### config.mk
export PLATFORM = sky130hd
export DESIGN_NAME = mem_port_sched_flat
export DESIGN_NICKNAME = d
export VERILOG_FILES = /design/src/rtl/acc_pkg.sv /design/src/rtl/mem_port_sched_if.sv /design/src/rtl/mem_port_sched_wbuf_fifo.sv /design/src/rtl/mem_port_sched.sv /design/src/flat_wrapper.sv
export SDC_FILE = /design/constraint.sdc
export NUM_CORES = 1
export LEC_CHECK = 0
export CORE_ASPECT_RATIO = 0.5
export CORE_UTILIZATION = 46
export DETAILED_ROUTE_END_ITERATION = 7
export GPL_TIMING_DRIVEN = 0
export PLACE_DENSITY = 0.85
export SLEW_MARGIN = 10
export SYNTH_ARGS = -nofsm -noshare
export SYNTH_HDL_FRONTEND = slang
export SYNTH_SLANG_ARGS = --single-unit
export TNS_END_PERCENT = 20
### constraint.sdc
create_clock -name clk -period 9.4 [get_ports clk]
set_clock_uncertainty 0.05 [all_clocks]
set_input_delay 2.82 -clock clk [delete_from_list [all_inputs] [get_ports clk]]
set_output_delay 2.82 -clock clk [all_outputs]
set_load 0.01 [all_outputs]
### src/rtl/acc_pkg.sv
// rtl/acc_pkg.sv - shared widths, image constants and write-buffer entry type
package acc_pkg;

    localparam int ADDR_W            = 16;
    localparam int WORD_W            = 32;
    localparam int IMG_WORDS_PER_ROW = 88;
    localparam int OUT_BASE          = 25344;

    typedef struct packed {
        logic [ADDR_W-1:0] addr;
        logic [WORD_W-1:0] data;
    } wbuf_entry_t;

endpackage

### src/rtl/mem_port_sched_if.sv
// rtl/mem_port_sched_if.sv - requester and memory-side signals of the port scheduler
interface mem_port_sched_if;
    import acc_pkg::*;

    logic              rd_req;
    logic [ADDR_W-1:0] rd_addr;
    logic              rd_gnt;
    logic              rd_valid;
    logic [WORD_W-1:0] rd_data;
    logic              wr_req;
    logic [ADDR_W-1:0] wr_addr;
    logic [WORD_W-1:0] wr_data;
    logic              wr_gnt;
    logic [ADDR_W-1:0] addr;
    logic [WORD_W-1:0] dataR;
    logic [WORD_W-1:0] dataW;
    logic              en;
    logic              we;
    logic              busy;

    modport slave (
        input  rd_req, rd_addr, wr_req, wr_addr, wr_data, dataR,
        output rd_gnt, rd_valid, rd_data, wr_gnt, addr, dataW, en, we, busy
    );

    modport master (
        output rd_req, rd_addr, wr_req, wr_addr, wr_data, dataR,
        input  rd_gnt, rd_valid, rd_data, wr_gnt, addr, dataW, en, we, busy
    );

endinterface

### src/rtl/mem_port_sched_wbuf_fifo.sv
// rtl/mem_port_sched_wbuf_fifo.sv - write-buffer FIFO; DEPTH must be a power of two >= 2
module wbuf_fifo
    import acc_pkg::*;
#(
    parameter int DEPTH = 2
) (
    input  logic        clk,
    input  logic        reset,
    input  logic        push,
    input  logic        pop,
    input  wbuf_entry_t din,
    output logic        full,
    output logic        empty,
    output wbuf_entry_t head
);

    localparam int PTR_W = $clog2(DEPTH);
    localparam int CNT_W = PTR_W + 1;

    wbuf_entry_t      mem_q [DEPTH];
    logic [PTR_W-1:0] wr_ptr_q, rd_ptr_q;
    logic [CNT_W-1:0] count_q;

    assign full  = (count_q == CNT_W'(DEPTH));
    assign empty = (count_q == '0);
    assign head  = mem_q[rd_ptr_q];

    always_ff @(posedge clk) begin
        if (push) begin
            mem_q[wr_ptr_q] <= din;
        end
    end

    // Pointers wrap for free because DEPTH is a power of two.
    always_ff @(posedge clk) begin
        if (reset) begin
            wr_ptr_q <= '0;
            rd_ptr_q <= '0;
            count_q  <= '0;
        end else begin
            if (push) wr_ptr_q <= wr_ptr_q + PTR_W'(1);
            if (pop)  rd_ptr_q <= rd_ptr_q + PTR_W'(1);
            case ({push, pop})
                2'b10:   count_q <= count_q + CNT_W'(1);
                2'b01:   count_q <= count_q - CNT_W'(1);
                default: count_q <= count_q;
            endcase
        end
    end

endmodule

### src/rtl/mem_port_sched.sv
// rtl/mem_port_sched.sv - single-port memory scheduler: reads vs buffered writes with read-streak cap
module mem_port_sched
    import acc_pkg::*;
#(
    parameter int RD_STREAK_MAX = 4,
    parameter int WBUF_DEPTH    = 2
) (
    input  logic               clk,
    input  logic               reset,
    mem_port_sched_if.slave    bus
);

    localparam int STREAK_W = $clog2(RD_STREAK_MAX + 1);

    logic                wb_full, wb_empty, wb_push, wb_pop;
    wbuf_entry_t         wb_head, wb_din;
    logic                rd_sel, wr_sel;
    logic [STREAK_W-1:0] streak_q, streak_d;
    logic                rd_valid_q;

    assign wb_din  = '{addr: bus.wr_addr, data: bus.wr_data};
    assign wb_push = bus.wr_gnt;
    assign wb_pop  = wr_sel;

    wbuf_fifo #(.DEPTH(WBUF_DEPTH)) u_wbuf (
        .clk   (clk),
        .reset (reset),
        .push  (wb_push),
        .pop   (wb_pop),
        .din   (wb_din),
        .full  (wb_full),
        .empty (wb_empty),
        .head  (wb_head)
    );

    // Decisions use the registered empty flag, so a word pushed this cycle waits a cycle.
    always_comb begin
        rd_sel = 1'b0;
        wr_sel = 1'b0;
        if (!reset) begin
            if (wb_empty) begin
                rd_sel = bus.rd_req;
            end else if (wb_full) begin
                wr_sel = 1'b1;
            end else if (bus.rd_req && (streak_q < STREAK_W'(RD_STREAK_MAX))) begin
                rd_sel = 1'b1;
            end else begin
                wr_sel = 1'b1;
            end
        end
    end

    always_comb begin
        streak_d = streak_q;
        if (wr_sel || wb_empty) begin
            streak_d = '0;
        end else if (rd_sel && (streak_q < STREAK_W'(RD_STREAK_MAX))) begin
            streak_d = streak_q + STREAK_W'(1);
        end
    end

    always_ff @(posedge clk) begin
        if (reset) begin
            streak_q   <= '0;
            rd_valid_q <= 1'b0;
        end else begin
            streak_q   <= streak_d;
            rd_valid_q <= rd_sel;
        end
    end

    assign bus.wr_gnt   = !reset && bus.wr_req && !wb_full;
    assign bus.rd_gnt   = rd_sel;
    assign bus.en       = rd_sel || wr_sel;
    assign bus.we       = wr_sel;
    assign bus.addr     = rd_sel ? bus.rd_addr : (wr_sel ? wb_head.addr : '0);
    assign bus.dataW    = wr_sel ? wb_head.data : '0;
    assign bus.rd_valid = rd_valid_q;
    assign bus.rd_data  = bus.dataR;
    assign bus.busy     = !wb_empty || rd_valid_q;

endmodule
### src/flat_wrapper.sv
// flat-port wrapper written by rule: the top's interface ports become plain ports
module mem_port_sched_flat import acc_pkg::*;
#(
    parameter int RD_STREAK_MAX = 4,
    parameter int WBUF_DEPTH    = 2
)
  (clk, reset, bus_rd_req, bus_rd_addr, bus_wr_req, bus_wr_addr, bus_wr_data, bus_dataR, bus_rd_gnt, bus_rd_valid, bus_rd_data, bus_wr_gnt, bus_addr, bus_dataW, bus_en, bus_we, bus_busy);
  mem_port_sched_if bus_i ();
  input  logic clk;
  input  logic reset;
  input wire logic [$bits(bus_i.rd_req)-1:0] bus_rd_req;
  input wire logic [$bits(bus_i.rd_addr)-1:0] bus_rd_addr;
  input wire logic [$bits(bus_i.wr_req)-1:0] bus_wr_req;
  input wire logic [$bits(bus_i.wr_addr)-1:0] bus_wr_addr;
  input wire logic [$bits(bus_i.wr_data)-1:0] bus_wr_data;
  input wire logic [$bits(bus_i.dataR)-1:0] bus_dataR;
  output wire logic [$bits(bus_i.rd_gnt)-1:0] bus_rd_gnt;
  output wire logic [$bits(bus_i.rd_valid)-1:0] bus_rd_valid;
  output wire logic [$bits(bus_i.rd_data)-1:0] bus_rd_data;
  output wire logic [$bits(bus_i.wr_gnt)-1:0] bus_wr_gnt;
  output wire logic [$bits(bus_i.addr)-1:0] bus_addr;
  output wire logic [$bits(bus_i.dataW)-1:0] bus_dataW;
  output wire logic [$bits(bus_i.en)-1:0] bus_en;
  output wire logic [$bits(bus_i.we)-1:0] bus_we;
  output wire logic [$bits(bus_i.busy)-1:0] bus_busy;
  assign bus_i.rd_req = bus_rd_req;
  assign bus_i.rd_addr = bus_rd_addr;
  assign bus_i.wr_req = bus_wr_req;
  assign bus_i.wr_addr = bus_wr_addr;
  assign bus_i.wr_data = bus_wr_data;
  assign bus_i.dataR = bus_dataR;
  assign bus_rd_gnt = bus_i.rd_gnt;
  assign bus_rd_valid = bus_i.rd_valid;
  assign bus_rd_data = bus_i.rd_data;
  assign bus_wr_gnt = bus_i.wr_gnt;
  assign bus_addr = bus_i.addr;
  assign bus_dataW = bus_i.dataW;
  assign bus_en = bus_i.en;
  assign bus_we = bus_i.we;
  assign bus_busy = bus_i.busy;
  mem_port_sched #(.RD_STREAK_MAX(RD_STREAK_MAX), .WBUF_DEPTH(WBUF_DEPTH)) u_core (.clk(clk), .reset(reset), .bus(bus_i));
endmodule
==> results.tsv, run 1 <==
stage	metric	value	unit
power	peakVddDrop	125	uV
setup_path	crit_buf_inv	4	
grt	overflow	0	
place	gp_congestion	0.719	
layout	fill_cells	590	
power	p_comb_share	30.3	%
grt	antenna_found_initial	0	
sta	setup_viol	0	
synth	synth_xor_area_share	0.400	%
clock_network	htree_levels	3	
routing	drt_wl_total	9730	um
grt	grt_use_total	20.2	%
flow_run	max_cap_viol_count	0	
synth	async_reset_ff_share	0	%
synth	synth-edff-count	96	
clock_network	cts-resized-gates	0	
floorplanning	start_util	48.8	%
run_status	outcome	completed	
power	power.switching	343	uW
clock_network	clk_pin_slew	0.06	ns
synth	synth_compound_area_share	4.80	%
clock_network	numCtsBuffers	9	
sta	rsz0062_at_grt	false	
layout	multi_input_area	972	sq um
sta	hold_violations	0	
setup_path	start_kind	input port	
routing	drt_iter0_markers	172	
power	switching_share	26.3	%
synth	synth-simple-area-share	4.97	%
synth	ys_seq_elements	105	
setup_path	crit_fanout	10	
setup_path	rrSetupSlack	7.14	ns
sta	fmax	127	MHz
synth	syn-mean-instance-area	15.6	sq um
synth	synth_mux_area_share	11.4	%
clock_network	cts_tree	yes	
grt	grt_pass1_wl	14800	um
layout	drive_gt1_share	14.0	%
grt	grt_max_degree	37	
floorplanning	pin_count	186	
power	p_per_area	205	nW/um^2
place	dpl_worst_slack	1.51	ns
power	power_frac_seq	42.6	%
floorplanning	core-area	8980	sq um
layout	diodes	0	
layout	final_common_cell	clkdlybuf4s50_1	
sta	finalMaxSlewViolations	0	
clock_network	hold_buffers	0	
clock_network	cts_setup_buffers	0	
place	place_hpwl	7080	um
floorplanning	fp.dieW	140	um
layout	syn2layout_area_growth	45.6	%
synth	synth_fp_nets	383	
clock_network	clkSinkCount	105	
synth	syn_inst	281	
power	power.leakage	0.00224	uW
setup_path	critPathTopFamily	buffers and inverters	
routing	first_pass_iters	4	
place	port_buffers	152	
setup_path	critical_path_arrival	4.99	ns
setup_path	slowest_delay	0.66	ns
routing	vias	2806	
setup_path	cp.required	6.53	ns
sta	slew_headroom	46.1	%
layout	nNetsFinal	548	
synth	synthAdderAreaFrac	0.571	%
synth	synth_flop_cell	edfxtp_1	
sta	min_period	7.86	ns
floorplanning	row_count	24	
synth	synth_top_family_by_area	multiplexers	
synth	synth_area	4380	sq um
power	p_clk_share	27.1	%
synth	ys_types	26	
synth	ys_warn_count	0	
clock_network	clock_path_buffers	2	
layout	final_cell_mix	clkdlybuf4s50_1 (152), edfxtp_1 (96), mux2i_1 (50), nor2_1 (34), buf_4 (33)	
clock_network	cts_root_buf	clkbuf_16	
sta	setup-tns-final	0	ns
power	p_int	961	uW
setup_path	cpMaxStageDelayCell	a2111oi_4	
layout	seqCellArea	3060	sq um
floorplanning	fp.dieH	71.0	um
routing	viasPerCell	4.94	
sta	setup_slack	1.54	ns
clock_network	clock_latency	0.33	ns
setup_path	crit_top_cell	clkdlybuf4s50_1	
setup_path	crit_chain	clkdlybuf4s50_1 > inv_1 > a2111oi_4 > buf_6 > o2bb2ai_1 > clkdlybuf4s50_1	
routing	drc	0	
synth	synth_seq_area_share	69.9	%
sta	finalCritPeriodShare	83.7	%
setup_path	end_kind	output port	
floorplanning	dieArea	9940	sq um
routing	wl_per_cell	17.1	um
sta	worst_pin_slew	0.809	ns
setup_path	criticalPathCategory	in2out	
routing	ant_nets	0	
grt	grt_pass1_vias	2915	
worst_hold_path	hp-class	reg2reg	
layer usage:
layer | track usage (%) | up-vias | wire length [um]
met1 | 20.5 | 1345 | 3580
li1 | - | 1339 | -
met4 | 7.33 | 0 | 188
met5 | 0 | - | 0
met3 | 5.75 | 19 | 548
met2 | 39.9 | 103 | 5420
synth_stat cells, types with 2 or more instances:
cell,n,area [sq um]
buf_6,3,33.8
ha_1,2,25.0
edfxtp_1,96,2880
clkbuf_1,2,7.51
or3_1,3,18.8
dfxtp_1,9,180
o21ai_0,2,10.0
nor2_1,34,128
buf_2,8,40.0
buf_4,33,248
and2_1,3,18.8
nand2b_1,2,12.5
mux2i_1,50,500
a21oi_1,3,15.0
o2bb2ai_1,16,140
inv_1,4,15.0
nor2b_1,2,12.5
through the flow:
step	area (sq um)	instances	power (uW)	hold slack, ns	util, %
2_1_floorplan	4380	281	782	0.348	-
3_3_place_gp	6050	550	952	0.362	67.4
3_5_place_dp	6100	552	963	0.371	67.9
4_1_cts	6380	568	1320	0.387	71.0
5_1_grt	6380	568	1360	0.399	71.0
6_report	6380	568	1300	0.381	71.0
sequential cells by signal, indices dropped and copies added (netlist names), named ones only:
register	flops
u_core.bus.rd_valid	1
u_core.streak_q	3
u_core.u_wbuf.wr_ptr_q	1
u_core.u_wbuf.rd_ptr_q	1
u_core.u_wbuf.mem_q	96
u_core.u_wbuf.count_q	2
area by class of cell:
cell class / count / share of cell area (%)
buffer: 47 / 5.22
clock buffer: 12 / 3.71
clock inverter: 4 / 0.687
inverter: 4 / 0.235
multi-input combinational: 125 / 15.2
sequential: 105 / 48.0
tap: 117 / 2.30
timing repair buffer: 154 / 24.6
final timing paths:
kind | from | to | cells past startpoint
min | u_core.streak_q[0] | u_core.streak_q[0] | 1
max | bus_rd_req | bus_addr[7] | 6
min reg2reg | u_core.streak_q[0] | u_core.streak_q[0] | 1
max reg2reg | u_core.u_wbuf.count_q[0] | u_core.u_wbuf.mem_q[1][4] | 6
kinds of logic after synthesis:
logic type      after synthesis
simple gates                 47
fa+ha+maj                     2
mux                          50
xor+xnor                      2
buf+inv                      51
flops                       105
compound gates               24
worst register-to-register path: cells and delay by family, from the launching register on:
family / cells / cell delay [ns]
buffers and inverters: 3 / 0.47
flip-flops: 1 / 0.32
AND/OR/NAND/NOR: 3 / 1.13
power groups by stage:
| stage | Clock, uW | Sequential (uW) | Combinational (uW) |
|---|---|---|---|
| floorplan | 0 | 564 | 218 |
| global placement | 0 | 565 | 387 |
| detailed placement | 0 | 566 | 398 |
| CTS | 361 | 556 | 400 |
| global route | 381 | 558 | 425 |
| finish | 353 | 556 | 396 |
No activity file was read; power rests on OpenSTA's default activity.
==> run 2: changes to the inputs <==
--- a/config.mk
+++ b/config.mk
@@ -6,10 +6,10 @@
 export NUM_CORES = 1
 export LEC_CHECK = 0
 export CORE_ASPECT_RATIO = 0.5
-export CORE_UTILIZATION = 46
+export CORE_UTILIZATION = 43
 export DETAILED_ROUTE_END_ITERATION = 7
 export GPL_TIMING_DRIVEN = 0
-export PLACE_DENSITY = 0.85
+export PLACE_DENSITY = 0.8
 export SLEW_MARGIN = 10
 export SYNTH_ARGS = -nofsm -noshare
 export SYNTH_HDL_FRONTEND = slang
==> constraint.sdc (replaced) <==
create_clock -name clk -period 8.1 [get_ports clk]
set_clock_uncertainty 0.05 [all_clocks]
set_input_delay 2.43 -clock clk [delete_from_list [all_inputs] [get_ports clk]]
set_output_delay 2.43 -clock clk [all_outputs]
set_load 0.01 [all_outputs]
==> run 2 against run 1 <==
Effect of this change: sequential power is 16% higher; setup slack worse by 0.48 ns; critical endpoint unchanged; sequential share of layout area is 0.36 points lower; worst hold slack better by 0.014 ns; non-clock buffer count stayed put; die area is 6.8% higher; critical path depth stayed put; wire length is 1.7% lower; critical path type unchanged.
==> results.tsv, run 2 (synthesis results as in run 1) <==
stage	metric	value	unit	change
grt	grt_use_total	18.5	%	-1.7 points
sta	min_period	7.04	ns	
routing	viasPerCell	4.76		-3.7%
sta	slew_headroom	47.1	%	+1.0 points
sta	finalMaxSlewViolations	0		unchanged
routing	first_pass_iters	4		unchanged
clock_network	clk_pin_slew	0.07	ns	about the same
setup_path	cpMaxStageDelayCell	a2111oi_4		
setup_path	end_kind	output port		
clock_network	clkSinkCount	105		unchanged
layout	drive_gt1_share	14.4	%	+0.44 points
clock_network	htree_levels	3		unchanged
grt	antenna_found_initial	0		unchanged
floorplanning	pin_count	186		unchanged
setup_path	crit_chain	clkdlybuf4s50_1 > inv_1 > a2111oi_4 > buf_6 > o2bb2ai_1 > clkdlybuf4s50_1		
power	peakVddDrop	162	uV	+30%
clock_network	clock_latency	0.34	ns	about the same
clock_network	cts_tree	yes		
clock_network	hold_buffers	0		unchanged
power	power.switching	406	uW	+18%
floorplanning	core-area	9670	sq um	+7.7%
routing	drc	0		unchanged
floorplanning	fp.dieH	73.4	um	+3.3%
sta	rsz0062_at_grt	false		
routing	wl_per_cell	16.3	um	-4.7%
clock_network	cts_setup_buffers	0		unchanged
power	p_comb_share	29.5	%	-0.8 points
grt	overflow	0		unchanged
clock_network	cts-resized-gates	0		unchanged
layout	top_regs	u_core.u_wbuf.mem_q (96), u_core.streak_q (3), u_core.u_wbuf.count_q (2)		
power	total_power	1550	uW	+19%
worst_hold_path	hp-class	reg2reg		
layout	final_common_cell	clkdlybuf4s50_1		
floorplanning	dieArea	10600	sq um	+6.8%
flow_run	max_cap_viol_count	0		unchanged
sta	fmax	142	MHz	
grt	grt_max_degree	34		-8.1%
grt	grt_pass1_wl	14500	um	-2.4%
sta	setup_viol	0		unchanged
setup_path	criticalPathCategory	in2out		
layout	largest-register	u_core.u_wbuf.mem_q		
place	place_hpwl	6810	um	-3.7%
power	power.leakage	0.00224	uW	+0.20%
power	p_clk_share	29.1	%	+2.0 points
layout	largest_reg_flops	96		unchanged
power	power_frac_seq	41.4	%	-1.2 points
layout	syn2layout_area_growth	46.7	%	
sta	setup-tns-final	0	ns	unchanged
place	gp_congestion	0.767		+6.7%
floorplanning	fp.dieW	145	um	+3.4%
floorplanning	row_count	25		+4.2%
setup_path	crit_top_cell	clkdlybuf4s50_1		
place	placedCellCount	570		+3.3%
clock_network	numCtsBuffers	9		unchanged
setup_path	slowest_delay	0.63	ns	-0.03 ns
setup_path	crit_fanout	10		unchanged
setup_path	cp.required	5.62	ns	-0.91 ns
layout	diodes	0		unchanged
sta	worst_pin_slew	0.794	ns	-0.0150 ns
power	p_per_area	242	nW/um^2	+18%
clock_network	cts_root_buf	clkbuf_16		
layout	nNetsFinal	548		unchanged
setup_path	start_kind	input port		
floorplanning	start_util	45.3	%	-3.5 points
routing	drt_iter0_markers	186		+8.1%
power	p_int	1150	uW	+19%
place	port_buffers	152		unchanged
sta	finalCritPeriodShare	87.0	%	
routing	ant_nets	0		unchanged
power	switching_share	26.1	%	-0.17 points
routing	vias	2788		-0.64%
layout	final_cell_mix	clkdlybuf4s50_1 (152), edfxtp_1 (96), mux2i_1 (50), nor2_1 (34), buf_4 (33)		
setup_path	critical_path_arrival	4.56	ns	-0.43 ns
grt	grt_pass1_vias	2877		-1.3%
routing	drt_wl_total	9570	um	-1.7%
run_status	outcome	completed		
layout	instances_no_fill	586		+3.2%
layout	post-route-util	66.5	%	-4.6 points
clock_network	clock_path_buffers	2		unchanged
sta	hold_violations	0		unchanged
==> run 2: final timing paths <==
check / startpoint / to / slack [ns] / cells after the start
worst max-delay path: bus_rd_req / bus_addr[7] / 1.06 / 6
worst min-delay path: u_core.streak_q[0] / u_core.streak_q[0] / 0.40 / 1
worst max register to register: u_core.u_wbuf.count_q[0] / u_core.u_wbuf.count_q[1] / 5.88 / 9
worst min register to register: u_core.streak_q[0] / u_core.streak_q[0] / 0.40 / 1
==> run 2: routing by layer <==
layer	global-route usage (%)	up-vias	share of wire (%)
met5	0	-	0
met1	20.7	1356	39
met2	35.5	85	54
met4	5.96	0	1.1
li1	-	1337	-
met3	3.98	10	5.8
==> run 2: critical path, delay by kind of cell <==
family / cells / cell delay, ns
buf+inv: 4 / 1.37
compound gates: 2 / 0.76
==> run 2: through the flow <==
stage               hold slack [ns]  setup WS, ns  instance area, sq um
floorplan                     0.348          2.18                  4380
global placement              0.357          1.04                  6070
detailed placement            0.386          1.02                  6110
CTS                           0.405          1.02                  6430
global route                  0.418         0.930                  6430
finish                        0.396          1.06                  6430
==> run 2: cell type report <==
type	count	area, sq um
flip-flops and latches	105	3060
plain buffers	47	333
inverters	4	15.0
repair buffers	154	1560
fillers	707	3240
clock buffers	11	233
clock inverters	5	80.1
well taps	135	169
multi-input cells	125	972
==> run 2: power by group through the flow <==
stage	combinational [uW]	sequential (uW)	clock (uW)
2_1_floorplan	253	654	0
3_3_place_gp	454	656	0
3_5_place_dp	463	656	0
4_1_cts	465	644	459
5_1_grt	495	647	480
6_report	458	644	452
